<file path="src/rtl/mem_sys_pkg.sv">
// Shared definitions for the memory subsystem (cache, arbiter).
// Holds the arbiter state encoding and the default transfer-counter width.
package mem_sys_pkg;

  typedef enum logic {
    IDLE = 1'b0,
    BUSY = 1'b1
  } arb_state_e;

  localparam int MEM_CNT_W = 32;

endpackage

</file>
<file path="src/rtl/mem_arbiter_rr_pick2.sv">
// Two-way round-robin pick: a lone requester wins outright; on a tie the
// requester that was not served last wins.
module rr_pick2 (
  input  logic [1:0] req,
  input  logic       last,
  output logic       gnt
);

  assign gnt = (&req) ? ~last : req[1];

endmodule

</file>
<file path="src/rtl/mem_arbiter.sv">
// Two-requester to one-port memory arbiter with round-robin grant and
// per-requester completed-transfer counters. Data paths are pass-through.
module mem_arbiter
  import mem_sys_pkg::*;
#(
  parameter int CNT_W = MEM_CNT_W
) (
  input  logic             clk,
  input  logic             reset,

  input  logic             mem_valid_m0,
  input  logic             mem_instr_m0,
  input  logic [31:0]      mem_addr_m0,
  input  logic [31:0]      mem_wdata_m0,
  input  logic [3:0]       mem_wstrb_m0,
  output logic             mem_ready_m0,
  output logic [31:0]      mem_rdata_m0,

  input  logic             mem_valid_m1,
  input  logic             mem_instr_m1,
  input  logic [31:0]      mem_addr_m1,
  input  logic [31:0]      mem_wdata_m1,
  input  logic [3:0]       mem_wstrb_m1,
  output logic             mem_ready_m1,
  output logic [31:0]      mem_rdata_m1,

  output logic             mem_valid_mem,
  output logic             mem_instr_mem,
  output logic [31:0]      mem_addr_mem,
  output logic [31:0]      mem_wdata_mem,
  output logic [3:0]       mem_wstrb_mem,
  input  logic             mem_ready_mem,
  input  logic [31:0]      mem_rdata_mem,

  output logic             busy,
  output logic [CNT_W-1:0] xfer_cnt_m0,
  output logic [CNT_W-1:0] xfer_cnt_m1
);

  arb_state_e state;
  logic       gnt;
  logic       last;
  logic       pick;
  logic       gnt_valid;

  rr_pick2 u_rr_pick2 (
    .req  ({mem_valid_m1, mem_valid_m0}),
    .last (last),
    .gnt  (pick)
  );

  assign gnt_valid = gnt ? mem_valid_m1 : mem_valid_m0;
  assign busy      = (state == BUSY);

  // Both requesters see the memory read data unconditionally; only ready is steered.
  assign mem_rdata_m0 = mem_rdata_mem;
  assign mem_rdata_m1 = mem_rdata_mem;
  assign mem_ready_m0 = busy && !gnt && mem_ready_mem;
  assign mem_ready_m1 = busy &&  gnt && mem_ready_mem;

  always_comb begin
    // NOTE: every output gets a default first so no path leaves it unassigned (no latch).
    mem_valid_mem = 1'b0;
    mem_instr_mem = 1'b0;
    mem_addr_mem  = '0;
    mem_wdata_mem = '0;
    mem_wstrb_mem = '0;
    if (busy) begin
      if (gnt) begin
        mem_valid_mem = mem_valid_m1;
        mem_instr_mem = mem_instr_m1;
        mem_addr_mem  = mem_addr_m1;
        mem_wdata_mem = mem_wdata_m1;
        mem_wstrb_mem = mem_wstrb_m1;
      end else begin
        mem_valid_mem = mem_valid_m0;
        mem_instr_mem = mem_instr_m0;
        mem_addr_mem  = mem_addr_m0;
        mem_wdata_mem = mem_wdata_m0;
        mem_wstrb_mem = mem_wstrb_m0;
      end
    end
  end

  // NOTE: sequential state uses non-blocking assignments so all registers update together.
  always_ff @(posedge clk) begin
    if (reset) begin
      state       <= IDLE;
      gnt         <= 1'b0;
      last        <= 1'b1;
      xfer_cnt_m0 <= '0;
      xfer_cnt_m1 <= '0;
    end else begin
      case (state)
        IDLE: begin
          if (mem_valid_m0 || mem_valid_m1) begin
            gnt   <= pick;
            state <= BUSY;
          end
        end
        BUSY: begin
          // A completion takes precedence; otherwise a dropped valid is an abort.
          if (mem_ready_mem) begin
            state <= IDLE;
            last  <= gnt;
            if (gnt) xfer_cnt_m1 <= xfer_cnt_m1 + CNT_W'(1);
            else     xfer_cnt_m0 <= xfer_cnt_m0 + CNT_W'(1);
          end else if (!gnt_valid) begin
            state <= IDLE;
          end
        end
        default: state <= IDLE;
      endcase
    end
  end

endmodule

</file>
<file path="config.mk">
export PLATFORM = sky130hd
export DESIGN_NAME = mem_arbiter
export DESIGN_NICKNAME = d
export VERILOG_FILES = /design/src/rtl/mem_sys_pkg.sv /design/src/rtl/mem_arbiter_rr_pick2.sv /design/src/rtl/mem_arbiter.sv
export SDC_FILE = /design/constraint.sdc
export NUM_CORES = 1
export LEC_CHECK = 0
export CAP_MARGIN = 10
export CORE_AREA = 5 5 144 146
export DETAILED_ROUTE_END_ITERATION = 12
export DIE_AREA = 0 0 149 151
export HOLD_SLACK_MARGIN = 0.1
export PLACE_DENSITY = 0.71
export SLEW_MARGIN = 5
export SYNTH_ARGS = -nofsm -noshare
export SYNTH_HDL_FRONTEND = slang
export SYNTH_SLANG_ARGS = --single-unit
</file>
<file path="constraint.sdc">
create_clock -name clk -period 4.2 [get_ports clk]
set_input_delay 0.63 -clock clk [delete_from_list [all_inputs] [get_ports clk]]
set_output_delay 0.63 -clock clk [all_outputs]
set_load 0.1 [all_outputs]
</file>
======== Yosys cells after proc, flatten, opt, wreduce, memory -nomap -nowiden ========
Index checks and enable logic that the tools add are counted.
cells by class
  magnitude comparators ................... 0
  reduce and logical (&&, ||, !) cells .... 11
  multiply operators ...................... 0
  div/mod/pow operators ................... 0
  bitwise gates (word level) .............. 3
  add/sub/neg operators ................... 2
  multiplexer cells ....................... 15
  shift operators ......................... 0
  eq/ne operators ......................... 0
operator list
  operator                 count
  $mux W32                 4
  $add A32 B1 Y32 const B  2
  $mux W1                  8
  $mux W4                  2
  $reduce_and A2 Y1        3
  $reduce_and A3 Y1        2
  $logic_and A1 B1 Y1      4
  $not A1 Y1               3
  $pmux W1 S2              1
  $logic_not A1 Y1         1
  $logic_or A1 B1 Y1       1
storage, ports and cells
  ROM bits ................................ 0
  bits in writable memories ............... 0
  input port bits ......................... 175
  register bits after elaboration ......... 67
  bits in latches ......................... 0
  output and inout bits ................... 201
  memories kept ........................... 0
  word-level logic and storage cells ...... 36

======== Depth between registers and ports, before layout ========
Gate-level depths: netlist (run 1).
  word-level depth ........................ 4
  depth in mapped cells ................... 7
  depth with buffers taken out ............ 5

======== Cells and area by module ========
From an unflattened synthesis (run 1), not the netlist that was laid out.
unflattened totals
  cells, all modules ...................... 595
  area, all modules ....................... 4,880.9 um2
by module, submodules not included
  module       instances  area each (um2)  cells an instance
  mem_arbiter  1          4,869.7          594
  rr_pick2     1          11.3             1

======== Worst setup path before layout (run 1) ========
No wires, ideal clock.
  path type ............................... register -> output
  start point ............................. register state, in the netlist busy
  end point ............................... output port mem_addr_mem[10]
  data arrival time ....................... 3.110 ns
  path slack .............................. 0.460 ns
  cell stages (with the launch flop) ...... 5
  cells stage by stage .................... dfxtp_1 -> clkbuf_2 -> clkbuf_1 -> clkbuf_1 -> nor2b_1
between the ends
  longest elaborated chain between the ends .. 1
RTL lines
  item                      line                RTL
  start: declaration        mem_arbiter.sv:40   arb_state_e state;
  start signal: assignment  mem_arbiter.sv:88   state <= IDLE;
  start signal: assignment  mem_arbiter.sv:98   state <= BUSY;
  start signal: assignment  mem_arbiter.sv:104  state <= IDLE;
  $mux W32                  mem_arbiter.sv:68   if (busy) begin
  end: declaration          mem_arbiter.sv:29   output logic [31:0] mem_addr_mem,
No other way between the ends.

======== Worst setup path after layout (run 1) ========
  start point ............................. register state, in the netlist busy
  end point ............................... output port busy
RTL lines
  item              line               RTL
  end: declaration  mem_arbiter.sv:35  output logic busy,
No word-level cell between the ends.

==> results of run 1 <==
==> report_power, final <==
| group | total (mW) | switching (mW) | internal, mW |
|---|---|---|---|
| sequential | 0.668 | 0.0286 | 0.639 |
| combinational | 0.734 | 0.485 | 0.248 |
| clock | 0.745 | 0.272 | 0.472 |
==> state kept, by name, indices dropped and copies added, names as in the netlist <==
signal,cells
busy,1
gnt,1
last,1
xfer_cnt_m0,32
xfer_cnt_m1,32
==> worst reg2reg max path: stages (launching register included) <==
cell,delay (ns)
dfxtp_4,0.96
nand4_1,0.31
or3_1,0.70
or4_1,0.59
a21oi_1,0.16
==> worst max path at each step <==
| stage | end | slack (ns) | cells past startpoint |
|---|---|---|---|
| after floorplan | mem_addr_mem[10] | 0.46 | 4 |
| after global placement | xfer_cnt_m0[30] | 1.11 | 5 |
| after detailed placement | xfer_cnt_m0[30] | 1.06 | 5 |
| after CTS | busy | 1.14 | 1 |
| after global routing | mem_addr_mem[21] | 0.99 | 4 |
| final | busy | 1.22 | 1 |
==> logic make-up after synthesis <==
| family | after synthesis |
|---|---|
| buffers and inverters | 107 |
| and+or+nand+nor | 245 |
| DFF | 67 |
| adders and majority gates | 2 |
| xor gates and xnor gates | 18 |
| AOI/OAI and AO/OA | 89 |
| muxes | 73 |
==> layout by cell type, fill, tap and decap left out, types with 3 or more instances in the layout <==
| cell type | netlist | final |
|---|---|---|
| and4_1 | 8 | 8 |
| nand4_1 | 18 | 18 |
| o31ai_1 | 28 | 28 |
| a21oi_1 | 45 | 45 |
| clkbuf_16 | 0 | 9 |
| o21ai_0 | 15 | 15 |
| xor2_1 | 9 | 9 |
| mux2i_1 | 70 | 70 |
| or4_1 | 31 | 31 |
| buf_4 | 64 | 76 |
| and3_1 | 5 | 5 |
| inv_1 | 6 | 6 |
| nand3_1 | 20 | 20 |
| clkdlybuf4s50_1 | 0 | 206 |
| nor2b_1 | 73 | 73 |
| clkinv_2 | 0 | 3 |
| nand2_1 | 31 | 31 |
| dfxtp_1 | 67 | 65 |
| nor2_1 | 24 | 24 |
| or3_1 | 13 | 13 |
| xnor2_1 | 9 | 9 |
| or2_2 | 4 | 4 |
| nor3_1 | 3 | 3 |
| nor4_1 | 6 | 6 |
==> cell type report <==
cell class | instances | area, um^2
inverters | 6 | 22.5
repair buffers | 283 | 2640
flip-flops and latches | 67 | 1350
multi-input cells | 427 | 2910
clock inverters | 5 | 52.6
fillers | 1982 | 11700
well taps | 265 | 332
diodes | 1 | 2.50
clock buffers | 11 | 243
==> layer usage <==
metal  routed length (um)  share of wire [%]
met5                    0                  0
met3                 1450                8.4
met4                  280                1.6
met1                 6610                 38
met2                 8920                 52
==> per-stage QoR <==
stage	instances	setup WS, ns
after floorplan	601	0.460
final	1065	1.22
after detailed placement	1048	1.06
after CTS	1064	1.14
after global routing	1065	0.995
after global placement	1048	1.11
==> reports/metrics.cfg, run 1 <==
[critical_path]
cp-start-kind=flip-flop
crit_type=flip-flop to primary output
rr_startpoint=gnt
crit_chain=clkdlybuf4s50_1
worstSetupStartpoint=busy
worstRegToRegCells=4
crit_path_end_kind=primary output
cp.required_ns=3.57
crit_arrival_ns=2.35
crit_slowest_cell=clkdlybuf4s50_1
cp_num_buf_inv=1
r2r_setup_slack_ns=1.41
critical-path-max-stage-delay_ns=1.27
rr_endpoint=xfer_cnt_m1[20]
cp_max_fo=41
path_delay_family=buffers and inverters

[grt]
globalRouteOverflowTotal=0
antenna_found_initial=2
grt_usage_pct=14.5
grt_pass1_vias=4843
gr-usage-met2_pct=25.6
grt_most_used_layer=met2
use_met3_pct=5.54
grt_pass1_wl_um=25900
grt_max_degree=59
met1_usage_pct=16.2

[timing]
period_share_pct=71.1
tns_ns=0
hold_viol_final=0
setup_violations=0
hold-worst-slack_ns=0.480
clock.fmax_mhz=335
rsz0062_at_grt=false
worst_slew_pin_slew_ns=1.04
fin_skew_ns=0.00643
max-slew-margin-rel_pct=30.4
period_needed_ns=2.98
maxSlewViolCount=0

[final_layout]
design_area_mm2=0.00754
nets=971
layout-drive-gt1-share_pct=12.9
post-route-util_pct=39.2
area_growth_pct=53.7

[synthesis]
synthTopCellsByArea=dfxtp_1 (27%), mux2i_1 (14%), buf_4 (9.8%), nor2b_1 (9.3%), or4_1 (4.7%)
synth.area.mux_share_pct=15.0
synth_compound_area_share_pct=10.6
async_flop_share_pct=0
yosysWarnings=0
synth_seq_cells=67
synth_edf_count=0
synth_top_family_by_area=simple AND/OR/NAND/NOR gates
yosysUniqueCellTypes=38
netlist_area_mm2=0.00491
synth.avg_cell_area_um2=8.17
yosys.area_share.adder_pct=0.510
syn-num-nets=778
synthXorXnorAreaFrac_pct=3.21
synthFlopType=dfxtp_1
synth_top_cells_by_count=nor2b_1 (73), mux2i_1 (70), dfxtp_1 (67)
synth.most_common_cell=nor2b_1
synthSimpleGateAreaFrac_pct=30.0
synth-seq-area-share_pct=27.3
synth_largest_area_cell=dfxtp_1
netlist_instances=601
synth_top_area_share_pct=27.3

[cts]
clkSinkCount=67
cts_hold_buf=0
cts_tree=built
root_buffer=clkbuf_16
clock_latency_ns=0.33
clk_pin_slew_worst_paths_ns=0.06
cts_buffer_depth=2
cts_buffers=9
post_cts_buffers=0
htreeDepth=3
cts_resized=0

[route]
ant_nets=0
drt_iter0_markers=237
drt-total-wl_um=17300
drc=0
vias=4983
drtPass1Iterations=4
wire_per_inst_um=16.2
viasPerCell=4.68

[floorplan]
coreArea_mm2=0.0193
chipHeight_um=151
row_count=51
die_area_mm2=0.0225
die_x_um=149
start_util_pct=25.5
ios=376

[power]
finalPower_mw=2.15
p_leak_nw=2.60
p_per_area_mw_per_mm2=285
vdd_ir_drop_max_mv=0.152

[outcome]
status=complete, no violations

[place]
placed_cell_area_mm2=0.00725
dpl.hpwl_um=13800
io_buffers=279
gp_congestion=0.769

[worst_hold_path]
min_path_type=flip-flop to flip-flop
hold_depth=2
whs_endpoint=xfer_cnt_m0[31]
min-delay-start=xfer_cnt_m0[31]

[run]
maxCapViolCount=0

Power figures use the tool's default switching activity.
==> run 2, diff against run 1 <==
--- a/config.mk
+++ b/config.mk
@@ -10,7 +10,7 @@
 export DETAILED_ROUTE_END_ITERATION = 12
 export DIE_AREA = 0 0 149 151
 export HOLD_SLACK_MARGIN = 0.1
-export PLACE_DENSITY = 0.71
+export PLACE_DENSITY = 0.74
 export SLEW_MARGIN = 5
 export SYNTH_ARGS = -nofsm -noshare
 export SYNTH_HDL_FRONTEND = slang
==> constraint.sdc (replaced) <==
create_clock -name clk -period 2.54 [get_ports clk]
set_input_delay 0.381 -clock clk [delete_from_list [all_inputs] [get_ports clk]]
set_output_delay 0.381 -clock clk [all_outputs]
set_load 0.1 [all_outputs]
==> reports/metrics.cfg, run 2 (synthesis gave the netlist of run 1 again) <==
[outcome]
status=complete, no violations

[floorplan]
die_area_mm2=0.0225  ; unchanged
coreArea_mm2=0.0193  ; unchanged
ios=376  ; unchanged
start_util_pct=25.5  ; unchanged
die_x_um=149  ; unchanged
row_count=51  ; unchanged
chipHeight_um=151  ; unchanged

[final_layout]
area_growth_pct=82.8
top_regs=xfer_cnt_m0 x32, xfer_cnt_m1 x32
num_antenna_cells=0  ; -1
layout_common_cells=clkdlybuf4s50_1 (141), buf_4 (81), buf_12 (74)
nets=985  ; +1.4%
layout-drive-gt1-share_pct=34.8  ; +22 points
post-route-util_pct=46.6  ; +7.4 points
final_common_cell=clkdlybuf4s50_1
final_cells=1078  ; +1.2%
fill_cells=1801  ; -9.1%

[cts]
cts_hold_buf=0  ; unchanged
root_buffer=clkbuf_16
cts_resized=0  ; unchanged
clk_pin_slew_worst_paths_ns=0.06  ; about the same
cts_buffers=9  ; unchanged
cts_tree=built
post_cts_buffers=0  ; unchanged
clkSinkCount=67  ; unchanged
htreeDepth=3  ; unchanged
cts_buffer_depth=2  ; unchanged
clock_latency_ns=0.33  ; about the same

[timing]
setup_ws_ns=0.310  ; -0.905 ns
worst_slew_pin_slew_ns=0.467  ; -0.574 ns
period_needed_ns=2.23
clock.fmax_mhz=449
setup_violations=0  ; unchanged
max-slew-margin-rel_pct=68.0  ; +38 points
hold-worst-slack_ns=0.429  ; -0.0508 ns
hold_viol_final=0  ; unchanged
period_share_pct=87.8
fin_skew_ns=0.00589  ; -0.000539 ns
rsz0062_at_grt=false
maxSlewViolCount=0  ; unchanged

[route]
viasPerCell=4.78  ; +2.1%
ant_nets=0  ; unchanged
vias=5151  ; +3.4%
drtPass1Iterations=4  ; unchanged
drt-total-wl_um=18200  ; +5.5%
wire_per_inst_um=16.9  ; +4.3%
drt_iter0_markers=210  ; -11%
drc=0  ; unchanged

[place]
gp_congestion=0.803  ; +4.5%
dpl.hpwl_um=15000  ; +8.1%
post-place-ws_ns=-0.00693  ; -1.06 ns
dp_cells=1062  ; +1.3%
io_buffers=279  ; unchanged

[run]
maxCapViolCount=0  ; unchanged

[critical_path]
cp-start-kind=flip-flop
crit_arrival_ns=1.85  ; -0.50 ns
worstSetupStartpoint=gnt
path_depth=4  ; +3
crit_end=mem_wdata_mem[4]
cp_num_buf_inv=2  ; +1
critical-path-max-stage-delay_ns=0.49  ; -0.78 ns
crit_type=flip-flop to primary output
crit_top_cell=buf_12
r2r_setup_slack_ns=0.43  ; -0.98 ns
cp_max_fo=44  ; +7.3%
crit_chain=buf_12 > mux2i_1 > nor2b_4 > buf_12
path_delay_family=multiplexers
cp.required_ns=2.16  ; -1.41 ns
rr_startpoint=xfer_cnt_m1[0]
crit_path_end_kind=primary output
worstRegToRegCells=6  ; +2
crit_slowest_cell=mux2i_1
rr_endpoint=xfer_cnt_m1[28]

[power]
p_leak_nw=3.26  ; +26%
vdd_ir_drop_max_mv=0.321  ; +110%
p_per_area_mw_per_mm2=462  ; +62%

[grt]
antenna_found_initial=0  ; -2
grt_pass1_vias=5151  ; +6.4%
grt_pass1_wl_um=27900  ; +7.4%
grt_usage_pct=15.5  ; +1.0 points
grt_max_degree=45  ; -24%
globalRouteOverflowTotal=0  ; unchanged

[worst_hold_path]
min_path_type=input port to flip-flop

run 2: changes by cell type in the layout (fill, tap and decap cells not counted), sizes merged:
cell,previous run,this run
diode,1,0
bufinv,1,2
inv,6,5
buf,77,156
clkdlybuf4s50,206,141
run 2: worst min path at each step:
stage	start	to	slack [ns]	cells after the start
floorplan	last	last	0.44	2
global placement	last	last	0.46	2
detailed placement	last	last	0.47	2
CTS	reset	xfer_cnt_m0[28]	0.42	2
global route	reset	xfer_cnt_m0[30]	0.43	2
finish	reset	xfer_cnt_m0[28]	0.43	2
run 2: stage by stage:
step / total power, mW / instance area [um^2] / setup TNS, ns
4_1_cts: 4.20 / 8970 / 0
3_3_place_gp: 2.76 / 8630 / 0
5_1_grt: 4.29 / 8970 / 0
6_report: 4.15 / 8970 / 0
3_5_place_dp: 2.77 / 8630 / -0.00693
2_1_floorplan: 2.55 / 5420 / -0.0331
run 2: report_power, final:
group	internal [mW]	leakage, nW	switching (mW)
sequential	1.06	0.556	0.00954
clock	0.947	0.171	0.471
combinational	0.708	2.54	0.956
total	2.71	3.26	1.44
run 2: area by class of cell:
| type | instances | area, um^2 | share of cell area [%] |
|---|---|---|---|
| flip-flops and latches | 67 | 1390 | 15.4 |
| repair buffers | 297 | 3510 | 39.1 |
| multi-input cells | 427 | 3380 | 37.7 |
| well taps | 265 | 332 | 3.69 |
| clock buffers | 11 | 264 | 2.94 |
| clock inverters | 5 | 82.6 | 0.920 |
| inverters | 6 | 26.3 | 0.293 |
run 2: layer usage:
layer  global-route usage [%]  up-vias  wire [um]
li1                         -     2520          -
met1                     18.7     2407       7320
met2                     26.0      207       9040
met3                     6.01       17       1640
met4                     3.71        0        229
met5                        0        -          0
